--- config.mk ---
export PLATFORM = sky130hd
export DESIGN_NAME = uart_prog_loader
export DESIGN_NICKNAME = d
export VERILOG_FILES = /design/src/rtl/uart_prog_loader.sv
export SDC_FILE = /design/constraint.sdc
export NUM_CORES = 1
export LEC_CHECK = 0
export BUFFER_PORTS_ARGS = -buffer_cell sky130_fd_sc_hd__buf_2
export CORE_UTILIZATION = 52
export CTS_CLUSTER_SIZE = 16
export DETAILED_ROUTE_END_ITERATION = 6
export GPL_TIMING_DRIVEN = 0
export PLACE_DENSITY = 0.72
export SKIP_LAST_GASP = 1
export SLEW_MARGIN = 20
export SYNTH_ARGS = -nofsm -noshare
export SYNTH_HDL_FRONTEND = slang
export SYNTH_SLANG_ARGS = --single-unit
--- constraint.sdc ---
create_clock -name clk_i -period 2.05 [get_ports clk_i]
set_input_delay 0.1025 -clock clk_i [delete_from_list [all_inputs] [get_ports clk_i]]
set_output_delay 0.1025 -clock clk_i [all_outputs]
set_load 0.05 [all_outputs]
--- src/rtl/uart_prog_loader.sv ---
// UART 8N1 program loader: packs bytes MSB-first into 32-bit words
// and writes them to instruction memory until the terminator arrives.
module uart_prog_loader #(
  parameter int          CLKS_PER_BIT = 86,
  parameter int          ADDR_W       = 14,
  parameter logic [31:0] END_WORD     = 32'h00000FFF
) (
  input  logic              clk_i,
  input  logic              rst_i,
  input  logic              rx_i,
  output logic              prog_we_o,
  output logic [ADDR_W-1:0] prog_addr_o,
  output logic [31:0]       prog_wdata_o,
  output logic              prog_done_o,
  output logic              frame_err_o,
  output logic              overflow_o
);

  localparam int CW = $clog2(CLKS_PER_BIT);
  localparam logic [CW-1:0] HALF = CW'(CLKS_PER_BIT/2 - 1);
  localparam logic [CW-1:0] LAST = CW'(CLKS_PER_BIT - 1);

  typedef enum logic [2:0] {
    S_IDLE, S_START, S_DATA, S_STOP, S_WAIT_HI
  } state_t;

  state_t            state_q, state_d;
  logic [1:0]        rx_sync;
  logic              rx_s;
  logic [CW-1:0]     cnt_q, cnt_d;
  logic [2:0]        bit_q, bit_d;
  logic [7:0]        sh_q, sh_d;
  logic              bv_q, bv_d;
  logic              ferr_d;
  logic [1:0]        byte_idx_q;
  logic [23:0]       word_q;
  logic [31:0]       word_nx;
  logic [ADDR_W-1:0] addr_q;
  logic              wrap_q;

  assign rx_s    = rx_sync[1];
  assign word_nx = {word_q, sh_q};

  always_ff @(posedge clk_i) begin
    if (rst_i) begin
      rx_sync <= 2'b11;
      state_q <= S_IDLE;
      cnt_q   <= '0;
      bit_q   <= '0;
      sh_q    <= '0;
      bv_q    <= 1'b0;
    end else begin
      rx_sync <= {rx_sync[0], rx_i};
      state_q <= state_d;
      cnt_q   <= cnt_d;
      bit_q   <= bit_d;
      sh_q    <= sh_d;
      bv_q    <= bv_d;
    end
  end

  always_comb begin
    state_d = state_q;
    cnt_d   = cnt_q + CW'(1);
    bit_d   = bit_q;
    sh_d    = sh_q;
    bv_d    = 1'b0;
    ferr_d  = 1'b0;
    unique case (state_q)
      S_IDLE: begin
        cnt_d = '0;
        if (!rx_s) state_d = S_START;
      end
      S_START: begin
        if (cnt_q == HALF) begin
          cnt_d   = '0;
          bit_d   = '0;
          state_d = rx_s ? S_IDLE : S_DATA;
        end
      end
      S_DATA: begin
        if (cnt_q == LAST) begin
          cnt_d       = '0;
          sh_d[bit_q] = rx_s;
          bit_d       = bit_q + 3'd1;
          if (bit_q == 3'd7) state_d = S_STOP;
        end
      end
      S_STOP: begin
        if (cnt_q == LAST) begin
          cnt_d = '0;
          if (rx_s) begin
            bv_d    = 1'b1;
            state_d = S_IDLE;
          end else begin
            ferr_d  = 1'b1;
            state_d = S_WAIT_HI;
          end
        end
      end
      S_WAIT_HI: begin
        cnt_d = '0;
        if (rx_s) state_d = S_IDLE;
      end
      default: state_d = S_IDLE;
    endcase
    // loading finished: receiver parks until reset
    if (prog_done_o) state_d = S_IDLE;
  end

  always_ff @(posedge clk_i) begin
    if (rst_i) begin
      byte_idx_q   <= '0;
      word_q       <= '0;
      addr_q       <= '0;
      wrap_q       <= 1'b0;
      prog_we_o    <= 1'b0;
      prog_addr_o  <= '0;
      prog_wdata_o <= '0;
      prog_done_o  <= 1'b0;
      frame_err_o  <= 1'b0;
      overflow_o   <= 1'b0;
    end else begin
      prog_we_o <= 1'b0;
      if (ferr_d) frame_err_o <= 1'b1;
      if (bv_q) begin
        word_q     <= word_nx[23:0];
        byte_idx_q <= byte_idx_q + 2'd1;
        if (byte_idx_q == 2'd3) begin
          if (word_nx == END_WORD) begin
            prog_done_o <= 1'b1;
          end else if (overflow_o || wrap_q) begin
            overflow_o <= 1'b1;
          end else begin
            prog_we_o    <= 1'b1;
            prog_addr_o  <= addr_q;
            prog_wdata_o <= word_nx;
            addr_q       <= addr_q + ADDR_W'(1);
            if (&addr_q) wrap_q <= 1'b1;
          end
        end
      end
    end
  end

endmodule

* Word-level counts from Yosys, hierarchy flattened
Cells that the tools add are included.
Cells by class: bitwise gates (word level) 6, multiply operators 0, multiplexer cells 23, reductions and logical operators 16, eq/ne operators 15, add/subtract/negate cells 4, divide/modulo/power cells 0, shifts and indexed selects 0, order comparisons 2
Operator list (number):
- $eq A32 B12 Y1 const B | 1
- $mux W3 | 9
- $pmux W7 S3 | 1
- $reduce_and A18 Y1 | 1
- $pmux W3 S5 | 1
- $add A14 B1 Y14 const B | 1
- $mux W7 | 2
- $ne A2 B2 Y1 const B | 6
- $bwmux W8 | 1
- $reduce_and A4 Y1 | 2
- $add A7 B1 Y7 const B | 1
- $eq A7 B6 Y1 const B | 1
- $eq A7 B7 Y1 const B | 1
- $eq A3 B2 Y1 const B | 2
- $eq A3 B3 Y1 const B | 2
- $mux W1 | 6
- $not A1 Y1 | 6
- $pmux W3 S2 | 1
- $reduce_and A3 Y1 | 2
- $reduce_and A6 Y1 | 1
- $reduce_or A2 Y1 | 3
- $lt A3 B4 Y1 const B | 1
- $reduce_or A4 Y1 | 1
- $add A3 B1 Y3 const B | 1
- other kinds (12) | 12
Word-level totals: input bits 3, output and inout bits 50, register bits after elaboration 115, memories kept 0, word-level logic and storage cells 82, memory bits (writable) 0, ROM bits 0, bits in latches 0

* Longest topological paths before layout
Gate-level depths: netlist of the first run.
word-level depth 5, depth in mapped cells 7, mapped depth without buffers 6

* Worst setup path before layout of the first run
OpenSTA, ideal clock, no wires.
path type register -> register, start point register overflow_o, end point register prog_addr_o[0], buffers on the path 2, data arrival time 1.604 ns, slack 0.375 ns, setup time 0.072 ns, stages on the path, launching flop included 6, period minus slack after synthesis 1.675 ns, required time 1.978 ns, cells stage by stage dfxtp_1 > and4bb_2 > buf_2 > o21ai_0 > buf_2 > mux2i_1
On the way: cells in the longest elaborated chain, start to end 3
RTL lines:
- start, declared | line 16 | output logic overflow_o
- start signal, assigned | line 122 | overflow_o <= 1'b0;
- start signal, assigned | line 133 | overflow_o <= 1'b1;
- $logic_or A1 B1 Y1 | line 132 | end else if (overflow_o || wrap_q) begin
- $not A1 Y1 (no source line)
- $reduce_and A4 Y1 (no source line)
- end signal, assigned | line 136 | prog_addr_o <= addr_q;
- end, declared | line 12 | output logic [ADDR_W-1:0] prog_addr_o,
Every way passes these cells. A chain may end at the register's enable or synchronous reset.

* Worst setup path in the final report of the first run
start point register word_q[17], end point register prog_wdata_o[1]
On the way: cells in the longest elaborated chain, start to end 3
RTL lines:
- start, declared | line 36 | logic [23:0] word_q;
- start signal, assigned | line 127 | word_q <= word_nx[23:0];
- $eq A32 B12 Y1 | line 130 | if (word_nx == END_WORD) begin
- $not A1 Y1 (no source line)
- $reduce_and A4 Y1 (no source line)
- end signal, assigned | line 137 | prog_wdata_o <= word_nx;
- end, declared | line 13 | output logic [31:0] prog_wdata_o,
Every way passes these cells.

==> impl_metrics.json, run 1 <==
{
  "top_level_ports": 53,
  "post_drt_via_cell_ratio": 5.45,
  "final_count_of_negative_setup_slack_endpoints": 0,
  "count_leader_synth": "sky130_fd_sc_hd__dfxtp_1",
  "static-leakage-power_nw": 2.36,
  "totalNegativeSetupSlack_ns": 0,
  "dp_hpwl_mm": 7.72,
  "worst_skew_late_latency_ns": 0.51,
  "dr.first_iter.drc_count": 124,
  "placement.io_buffers": 52,
  "power.ir.vdd_worst_uv": 591,
  "crit_path_max_fanout": 10,
  "syn_to_final_growth_pct": 20.4,
  "cts_tree": "done",
  "critPathMaxStageDelay_ns": 0.44,
  "synth_top_cells_by_area": "sky130_fd_sc_hd__dfxtp_1 45%, sky130_fd_sc_hd__mux2i_1 17%, sky130_fd_sc_hd__nand2b_1 11%",
  "antenna_found_initial": 0,
  "core-area_mm2": 0.00942,
  "critical-path-slowest-cell": "sky130_fd_sc_hd__nor4_1",
  "netlist-cell-type-count": 49,
  "slew_viol_final": 0,
  "post-route-period-util": 0.908,
  "synth-async-reset-ratio": 0,
  "grt_max_degree": 17,
  "synth_seq_cells": 115,
  "cp_launch_type": "flop",
  "numCtsBuffers": 17,
  "net-switching-power_w": 0.00110,
  "worst_pin_slew_ns": 0.581,
  "layout-drive-gt1-share": 0.205,
  "end_kind": "flop",
  "timing.critical_path.required_ns": 2.49,
  "grt_pass1_vias": 3841,
  "grt_pass1_wl_mm": 18.6,
  "netlist_area_mm2": 0.00513,
  "chipHeight_um": 101,
  "synth_nets": 520,
  "comb_power_share": 0.021,
  "finalHoldViolCount": 0,
  "worst-endpoint-arrival_ns": 2.30,
  "die_area_mm2": 0.0103,
  "drt.antenna.violating_nets": 0,
  "place.gp.congestion": 0.835,
  "synth_compound_area_frac": 0.0695,
  "die_x_um": 101,
  "synth_area_per_cell_um2": 10.1,
  "avgRoutedWirePerCell_um": 15.8,
  "post_synth_xor_area_fraction": 0.0102,
  "route.final.wire_length_mm": 11.4,
  "power.total_w": 0.00533,
  "synth_sequential_area_ratio": 0.449,
  "synth.yosys.warnings": 0,
  "setup_fix_bufs_post_cts": 0,
  "cts_buffer_depth": 2,
  "post_synth_inst_count": 510,
  "finalWorstPathRequiredPeriod_ns": 1.86,
  "cts_sinks": 115,
  "run_status": "completed",
  "synth_top_family_by_area": "simple AND/OR/NAND/NOR gates",
  "initial_utilization": 0.545,
  "synth.largest_area_cell": "sky130_fd_sc_hd__dfxtp_1",
  "worstPathBufferInverterCount": 1,
  "core.rowCount": 35,
  "crit_path_cells": "nor4_1 > nand4_1 > o21ai_0 > buf_2 > mux2i_1",
  "maxCapViolations": 0,
  "clk_pin_slew_ns": 0.06,
  "critPathTopFamily": "simple AND/OR/NAND/NOR gates",
  "total_number_of_vias": 3949,
  "primary_flip_flop_cell_chosen_by_synthesis_mapping": "sky130_fd_sc_hd__dfxtp_1",
  "timing.clock.skew_ns": 0.0116,
  "gr-usage-all-layers": 0.236,
  "yosys.area_share.simple": 0.241,
  "relative_contribution_of_the_clock_network_to_total_power": 0.559,
  "worstHoldPathType": "input pin to flop",
  "num_antenna_cells": 0,
  "final_nets": 592,
  "pwr_density_cell_mw_per_mm2": 864,
  "cts.root.buffer_cell": "sky130_fd_sc_hd__clkbuf_8",
  "swShare": 0.207,
  "synth_mux_area_frac": 0.168,
  "rsz_0062_raised_after_global_routing": "false",
  "yosysTopAreaCellShare": 0.449,
  "pwr-share-seq": 0.420,
  "synth_edf_count": 0,
  "timing.setup.critical_path_class": "flop to flop",
  "timing.max_slew.rel_slack": 0.612,
  "overflow": 0,
  "drtPass1Iterations": 5,
  "remaining_drc_errors": 0,
  "synth_adder_area_share": 0.0171,
  "maxClockFrequency_mhz": 537,
  "yosys-top-cells-count": "115 x sky130_fd_sc_hd__dfxtp_1, 94 x sky130_fd_sc_hd__nand2b_1, 86 x sky130_fd_sc_hd__mux2i_1",
  "cts_max_level": 4,
  "internal_power_w": 0.00423
}
==> kinds of logic (layout without fill, tap and decap cells) <==
family,after synthesis,in the layout
and+or+nand+nor,206,206
DFF,115,115
muxes,86,86
AOI/OAI and AO/OA,46,46
buffers and inverters,44,129
adders and majority gates,7,7
xor gates and xnor gates,6,6
==> flip-flops by register name, indices dropped and copies added, names as in the netlist <==
| signal | flops |
|---|---|
| prog_wdata_o | 32 |
| word_q | 24 |
| addr_q | 14 |
| prog_addr_o | 14 |
| sh_q | 8 |
| cnt_q | 7 |
| bit_q | 3 |
| state_q | 3 |
| byte_idx_q | 2 |
| rx_sync | 2 |
| bv_q | 1 |
| frame_err_o | 1 |
| overflow_o | 1 |
| prog_done_o | 1 |
| prog_we_o | 1 |
| wrap_q | 1 |
==> through the flow <==
stage | utilization | hold slack [ns] | std cells | cell area [µm²] | worst slack [ns]
finish | 0.656 | 0.243 | 724 | 6170 | 0.188
global route | 0.656 | 0.273 | 724 | 6170 | 0.00277
CTS | 0.655 | 0.241 | 724 | 6170 | 0.113
detailed placement | 0.589 | 0.289 | 691 | 5550 | 0.0564
global placement | 0.589 | 0.291 | 691 | 5550 | 0.0469
floorplan | - | 0.206 | 510 | 5130 | 0.375
==> power by group through the flow <==
| stage | Sequential (W) | Clock (W) | Combinational (W) |
|---|---|---|---|
| 2_1_floorplan | 0.00229 | 0 | 0.0000784 |
| 3_5_place_dp | 0.00229 | 0 | 0.000107 |
| 4_1_cts | 0.00224 | 0.00300 | 0.000110 |
| 5_1_grt | 0.00224 | 0.00313 | 0.000119 |
| 6_report | 0.00224 | 0.00298 | 0.000110 |
| 3_3_place_gp | 0.00229 | 0 | 0.000105 |
==> worst reg2reg max path: cells and delay by family, from the launching register on <==
kind | cells | cell delay, ns
simple gates | 2 | 0.68
flops | 1 | 0.33
buf+inv | 1 | 0.33
mux | 1 | 0.23
compound gates | 1 | 0.21
==> path summary, 6_finish.rpt <==
kind	from	end	slack, ns	depth (start not counted)
setup reg to reg	word_q[17]	prog_wdata_o[1]	0.19	5
hold / removal	rst_i	sh_q[4]	0.24	4
setup / recovery	word_q[17]	prog_wdata_o[1]	0.19	5
hold reg to reg	rx_sync[0]	rx_sync[1]	0.42	1
==> timing repair <==
action / CTS / global route
setup endpoints to repair: 0 / 7
resized for setup: 0 / 1
hold endpoints to repair: 1 / 0
hold buffers: 1 / 0
==> routing by layer <==
| layer | global-route usage | vias up | wire length (µm) |
|---|---|---|---|
| met3 | 0.0483 | 7 | 528 |
| met2 | 0.389 | 104 | 5510 |
| met4 | 0.0870 | 0 | 99 |
| met1 | 0.306 | 1907 | 5280 |
| met5 | 0 | - | 0 |
| li1 | - | 1931 | - |
==> placed cells by master, fill, tap and decap left out, drive strengths merged, types with 5 or more instances in the layout <==
cell	instances
dfxtp	115
nand2b	94
mux2i	86
buf	72
clkbuf	35
nor2	33
a21oi	13
nand3	13
nand4	11
nor3	10
inv	9
or2	9
nand2	8
o21ai	8
ha	7
nor4	7
a2111o	6
and3	5
clkinvlp	5
a211oi	5
==> final cells by class <==
| type | instances | area (µm²) |
|---|---|---|
| plain buffers | 35 | 198 |
| clock buffers | 20 | 455 |
| clock inverters | 12 | 155 |
| fillers | 764 | 3240 |
| inverters | 9 | 33.8 |
| multi-input cells | 351 | 2600 |
| flip-flops and latches | 115 | 2300 |
| well taps | 129 | 161 |
| repair buffers | 53 | 270 |
Note: power is estimated with default switching activity, not from simulation.
==> run 2, diff against run 1 <==
--- a/config.mk
+++ b/config.mk
@@ -10,7 +10,7 @@
 export CTS_CLUSTER_SIZE = 16
 export DETAILED_ROUTE_END_ITERATION = 6
 export GPL_TIMING_DRIVEN = 0
-export PLACE_DENSITY = 0.72
+export PLACE_DENSITY = 0.71
 export SKIP_LAST_GASP = 1
 export SLEW_MARGIN = 20
 export SYNTH_ARGS = -nofsm -noshare
==> run 2 against run 1 <==
Total power is 0.77% lower. Largest cell class unchanged. Critical path type unchanged. Sequential cell count stayed put. Non-clock buffer count stayed put. Sequential power hardly changed. Critical endpoint is now prog_addr_o[12]. Global-route usage is 0.29 points higher. Combinational power hardly changed.
==> impl_metrics.json, run 2 (synthesis results as in run 1) <==
{
  "run_status": "completed",
  "cts_max_level": 4,
  "dp_hpwl_mm": 7.81,
  "avgRoutedWirePerCell_um": 15.8,
  "cts_tree": "done",
  "fill_cells": 782,
  "dp_worst_setup_slack_ns": -0.0641,
  "finalInstanceArea_mm2": 0.00616,
  "antenna_found_initial": 0,
  "crit_path_max_fanout": 10,
  "setup_fix_bufs_post_cts": 0,
  "initial_utilization": 0.545,
  "drtPass1Iterations": 5,
  "final_common_cell": "sky130_fd_sc_hd__dfxtp_1",
  "largest_reg_flops": 32,
  "critPathMaxStageDelay_ns": 0.42,
  "final_count_of_negative_setup_slack_endpoints": 0,
  "die_area_mm2": 0.0103,
  "maxClockFrequency_mhz": 539,
  "worst_skew_late_latency_ns": 0.51,
  "slew_viol_final": 0,
  "finalHoldViolCount": 0,
  "drt.antenna.violating_nets": 0,
  "chipHeight_um": 101,
  "worst_slack_ns": 0.194,
  "remaining_drc_errors": 0,
  "critPathTopFamily": "simple AND/OR/NAND/NOR gates",
  "core.rowCount": 35,
  "worstHoldPathType": "input pin to flop",
  "grt_pass1_wl_mm": 18.8,
  "post_drt_via_cell_ratio": 5.40,
  "cts_sinks": 115,
  "end_kind": "flop",
  "critical-path-slowest-cell": "sky130_fd_sc_hd__dfxtp_1",
  "post-route-period-util": 0.905,
  "worstPathBufferInverterCount": 2,
  "worst_pin_slew_ns": 0.577,
  "most-common-layout-cells": "115 x sky130_fd_sc_hd__dfxtp_1, 94 x sky130_fd_sc_hd__nand2b_1, 86 x sky130_fd_sc_hd__mux2i_1",
  "core-area_mm2": 0.00942,
  "place.gp.congestion": 0.868,
  "critical_path.most_common_cell": "sky130_fd_sc_hd__buf_6",
  "cts.root.buffer_cell": "sky130_fd_sc_hd__clkbuf_8",
  "layout-drive-gt1-share": 0.202,
  "power.ir.vdd_worst_uv": 440,
  "timing.max_slew.rel_slack": 0.615,
  "grt_pass1_vias": 3831,
  "placement.io_buffers": 52,
  "timing.setup.critical_path_class": "flop to flop",
  "dr.first_iter.drc_count": 115,
  "timing.clock.skew_ns": 0.00652,
  "static-leakage-power_nw": 2.36,
  "rsz_0062_raised_after_global_routing": "false",
  "placed_cell_area_mm2": 0.00555,
  "clk_pin_slew_ns": 0.06,
  "finalWorstPathRequiredPeriod_ns": 1.86,
  "total_number_of_vias": 3907,
  "die_x_um": 101,
  "route.final.wire_length_mm": 11.4,
  "numCtsBuffers": 17,
  "multi_input_comb_area_mm2": 0.00260,
  "crit_path_cells": "and4bb_2 > and4bb_4 > a21boi_2 > buf_6 > buf_6 > mux2i_1",
  "cts_buffer_depth": 2,
  "grt_max_degree": 17,
  "pwr_density_cell_mw_per_mm2": 860,
  "regMostFlops": "prog_wdata_o",
  "syn_to_final_growth_pct": 20.1,
  "worst-endpoint-arrival_ns": 2.29,
  "top_level_ports": 53,
  "gr-usage-all-layers": 0.239,
  "overflow": 0,
  "sequential_cell_area_in_the_final_layout_mm2": 0.00230,
  "timing.critical_path.required_ns": 2.48,
  "final_nets": 592,
  "num_antenna_cells": 0,
  "maxCapViolations": 0,
  "largest_registers": "prog_wdata_o: 32 flops, word_q: 24 flops",
  "cp_launch_type": "flop"
}
run 2: cell count changes in the layout (fill, tap and decap cells not counted):
cell / before / now
sky130_fd_sc_hd__clkinv_2: 2 / 5
sky130_fd_sc_hd__clkinvlp_4: 5 / 2
sky130_fd_sc_hd__clkbuf_1: 15 / 17
sky130_fd_sc_hd__clkinv_4: 2 / 0
run 2: routing by layer:
metal  up-vias  GRT usage  wire (µm)
li1       1931          -          -
met5         -          0          0
met4         0     0.0758        134
met2        85      0.394       5390
met1      1876      0.306       5490
met3        15     0.0628        394
run 2: final cells by class:
class / instances / area share
multi-input combinational: 351 / 0.422
clock inverter: 10 / 0.0211
buffer: 35 / 0.0321
tap: 129 / 0.0262
timing repair buffer: 53 / 0.0439
clock buffer: 22 / 0.0752
sequential: 115 / 0.374
inverter: 9 / 0.00549
run 2: worst min-delay path: cells and delay by family:
kind	cells	cell delay [ns]
buffers and inverters	2	0.30
muxes	1	0.15
and+or+nand+nor	1	0.13
run 2: stage by stage:
| step | TNS (ns) | instances | total power, W | hold WS [ns] | util |
|---|---|---|---|---|---|
| floorplan | 0 | 510 | 0.00237 | 0.206 | - |
| global placement | -0.000641 | 691 | 0.00240 | 0.290 | 0.589 |
| detailed placement | -0.470 | 691 | 0.00240 | 0.294 | 0.589 |
| CTS | 0 | 724 | 0.00533 | 0.205 | 0.653 |
| global route | 0 | 724 | 0.00544 | 0.233 | 0.654 |
| finish | 0 | 724 | 0.00529 | 0.213 | 0.654 |
run 2: path summary, 6_finish.rpt:
kind	startpoint	slack (ns)	to	cells past startpoint
worst max-delay path	word_q[7]	0.19	prog_addr_o[12]	6
worst min-delay path	rst_i	0.21	sh_q[3]	4
worst max register to register	word_q[7]	0.19	prog_addr_o[12]	6
worst min register to register	rx_sync[0]	0.42	rx_sync[1]	1
run 2: power breakdown:
group	total (W)	switching [W]	internal, W
Clock	0.00294	0.00100	0.00194
Sequential	0.00224	0.00000248	0.00224
Combinational	0.000111	0.0000635	0.0000476
Total	0.00529	0.00107	0.00422
run 2: repair_timing:
action | CTS | global route
endpoints found under the setup margin | 0 | 7
gates resized for setup | 0 | 1
hold endpoints to repair | 1 | 0
hold buffers | 1 | 0
==> run 3, diff against run 2 <==
--- a/config.mk
+++ b/config.mk
@@ -10,7 +10,7 @@
 export CTS_CLUSTER_SIZE = 16
 export DETAILED_ROUTE_END_ITERATION = 6
 export GPL_TIMING_DRIVEN = 0
-export PLACE_DENSITY = 0.71
+export PLACE_DENSITY_LB_ADDON = 0.12
 export SKIP_LAST_GASP = 1
 export SLEW_MARGIN = 20
 export SYNTH_ARGS = -nofsm -noshare
==> run 3 against run 2 <==
Sequential cell count did not move. Critical path type unchanged. Clock power is 9.2% lower. Fmax is 2.3% lower.
==> impl_metrics.json, run 3 (synthesis results as in run 1) <==
{
  "maxClockFrequency_mhz": 526,
  "finalWorstPathRequiredPeriod_ns": 1.90,
  "finalHoldViolCount": 0,
  "overflow": 0,
  "most-common-layout-cells": "115 x sky130_fd_sc_hd__dfxtp_1, 94 x sky130_fd_sc_hd__nand2b_1, 86 x sky130_fd_sc_hd__mux2i_1",
  "slew_viol_final": 0,
  "dp_hpwl_mm": 7.89,
  "critical_path.reg2reg.endpoint": "prog_wdata_o[5]",
  "hold_slack_ns": 0.228,
  "comb_power_share": 0.022,
  "internal_power_w": 0.00391,
  "antenna_found_initial": 0,
  "final_common_cell": "sky130_fd_sc_hd__dfxtp_1",
  "rsz_0062_raised_after_global_routing": "false",
  "clk_pin_slew_ns": 0.06,
  "dr.first_iter.drc_count": 179,
  "core.rowCount": 35,
  "die_area_mm2": 0.0103,
  "cts_max_level": 4,
  "setup.worst_path.end": "prog_wdata_o[5]",
  "syn_to_final_growth_pct": 19.0,
  "grt_pass1_vias": 3879,
  "pwr_density_cell_mw_per_mm2": 823,
  "totalNegativeSetupSlack_ns": 0,
  "avgRoutedWirePerCell_um": 15.9,
  "cp_launch_type": "flop",
  "largest_reg_flops": 32,
  "post_drt_via_cell_ratio": 5.48,
  "initial_utilization": 0.545,
  "worst_setup_path_startpoint": "word_q[17]",
  "timing.critical_path.required_ns": 2.48,
  "critical_path_stages": 5,
  "cts.root.buffer_cell": "sky130_fd_sc_hd__clkbuf_8",
  "drt.antenna.violating_nets": 0,
  "total_number_of_vias": 3959,
  "worst_r2r_path_depth": 5,
  "crit_path_max_fanout": 10,
  "crit_path_cells": "nor4_1 > nand4_1 > o21ai_0 > buf_2 > mux2i_1",
  "timing.rr.start": "word_q[17]",
  "worstPathBufferInverterCount": 1,
  "route.final.wire_length_mm": 11.5,
  "final_count_of_negative_setup_slack_endpoints": 0,
  "critPathMaxStageDelay_ns": 0.45,
  "grt_max_degree": 17,
  "post-route-period-util": 0.927,
  "timing.setup.critical_path_class": "flop to flop",
  "layout-drive-gt1-share": 0.204,
  "regMostFlops": "prog_wdata_o",
  "end_kind": "flop",
  "num_antenna_cells": 0,
  "pwr-share-seq": 0.446,
  "worst_skew_late_latency_ns": 0.51,
  "grt_pass1_wl_mm": 19.0,
  "die_x_um": 101,
  "cts_tree": "done",
  "remaining_drc_errors": 0,
  "gr-usage-all-layers": 0.242,
  "cts_sinks": 115,
  "net-switching-power_w": 0.00112,
  "setup_fix_bufs_post_cts": 0,
  "worst-endpoint-arrival_ns": 2.33,
  "critical-path-slowest-cell": "sky130_fd_sc_hd__nor4_1",
  "relative_contribution_of_the_clock_network_to_total_power": 0.532,
  "place.gp.congestion": 0.892,
  "multi_input_comb_area_mm2": 0.00260,
  "drtPass1Iterations": 4,
  "timing.max_slew.rel_slack": 0.582,
  "power.ir.vdd_worst_uv": 613,
  "largest_registers": "prog_wdata_o: 32 flops, word_q: 24 flops",
  "swShare": 0.222,
  "fill_cells": 763,
  "setup.reg_to_reg.worst_slack_ns": 0.15,
  "static-leakage-power_nw": 2.32,
  "chipHeight_um": 101,
  "core-area_mm2": 0.00942,
  "maxCapViolations": 0,
  "worst_pin_slew_ns": 0.627,
  "run_status": "completed",
  "placement.io_buffers": 52,
  "cts_buffer_depth": 2,
  "final_nets": 592,
  "critPathTopFamily": "simple AND/OR/NAND/NOR gates",
  "numCtsBuffers": 17,
  "sequential_cell_area_in_the_final_layout_mm2": 0.00230,
  "worstHoldPathType": "input pin to flop",
  "timing.clock.skew_ns": 0.0112,
  "top_level_ports": 53
}
run 3: final cells by class:
cell class,count,share of cell area
Multi-Input combinational cell,351,0.426
Timing Repair Buffer,53,0.0443
Clock buffer,18,0.0701
Inverter,9,0.00554
Sequential cell,115,0.377
Tap cell,129,0.0264
Buffer,35,0.0324
Clock inverter,13,0.0185
run 3: power by group through the flow:
| stage | logic [W] | registers [W] | clock network, W |
|---|---|---|---|
| 6_report | 0.000111 | 0.00224 | 0.00267 |
| 5_1_grt | 0.000121 | 0.00224 | 0.00282 |
| 4_1_cts | 0.000111 | 0.00224 | 0.00270 |
| 3_5_place_dp | 0.000109 | 0.00229 | 0 |
| 3_3_place_gp | 0.000108 | 0.00229 | 0 |
| 2_1_floorplan | 0.0000784 | 0.00229 | 0 |
run 3: repair_timing:
item                                    in CTS  in global routing
endpoints found under the setup margin       0                  7
hold buffers                                 1                  0
gates resized for setup                      0                  1
hold endpoints to repair                     1                  0
run 3: stage by stage:
stage               instance area (µm²)  total power, W  worst slack [ns]  std cells  utilization
floorplan                          5130         0.00237             0.375        510            -
global placement                   5550         0.00240           -0.0113        691        0.589
detailed placement                 5550         0.00240           -0.0369        691        0.589
CTS                                6100         0.00506             0.101        723        0.648
global route                       6100         0.00518           0.00932        723        0.648
finish                             6100         0.00503             0.150        723        0.648
run 3: metal layers:
| metal | global-route usage | vias to the layer above | wire length (µm) |
|---|---|---|---|
| met4 | 0.0970 | 0 | 186 |
| met3 | 0.0531 | 15 | 465 |
| met5 | 0 | - | 0 |
| met1 | 0.313 | 1915 | 5540 |
| met2 | 0.392 | 94 | 5290 |
| li1 | - | 1935 | - |
run 3: worst min path at each step:
stage	start	end	slack [ns]	cells after the start
after CTS	rst_i	sh_q[2]	0.22	4
after detailed placement	rx_i	rx_sync[0]	0.30	2
after global routing	rst_i	sh_q[7]	0.26	4
after floorplan	rx_i	rx_sync[0]	0.21	1
final	rst_i	sh_q[5]	0.23	4
after global placement	rx_i	rx_sync[0]	0.29	2
run 3: worst register-to-register path, cell delays in order, from the launching register on:
cell,delay (ns)
sky130_fd_sc_hd__dfxtp_1,0.32
sky130_fd_sc_hd__nor4_1,0.45
sky130_fd_sc_hd__nand4_1,0.25
sky130_fd_sc_hd__o21ai_0,0.21
sky130_fd_sc_hd__buf_2,0.32
sky130_fd_sc_hd__mux2i_1,0.27
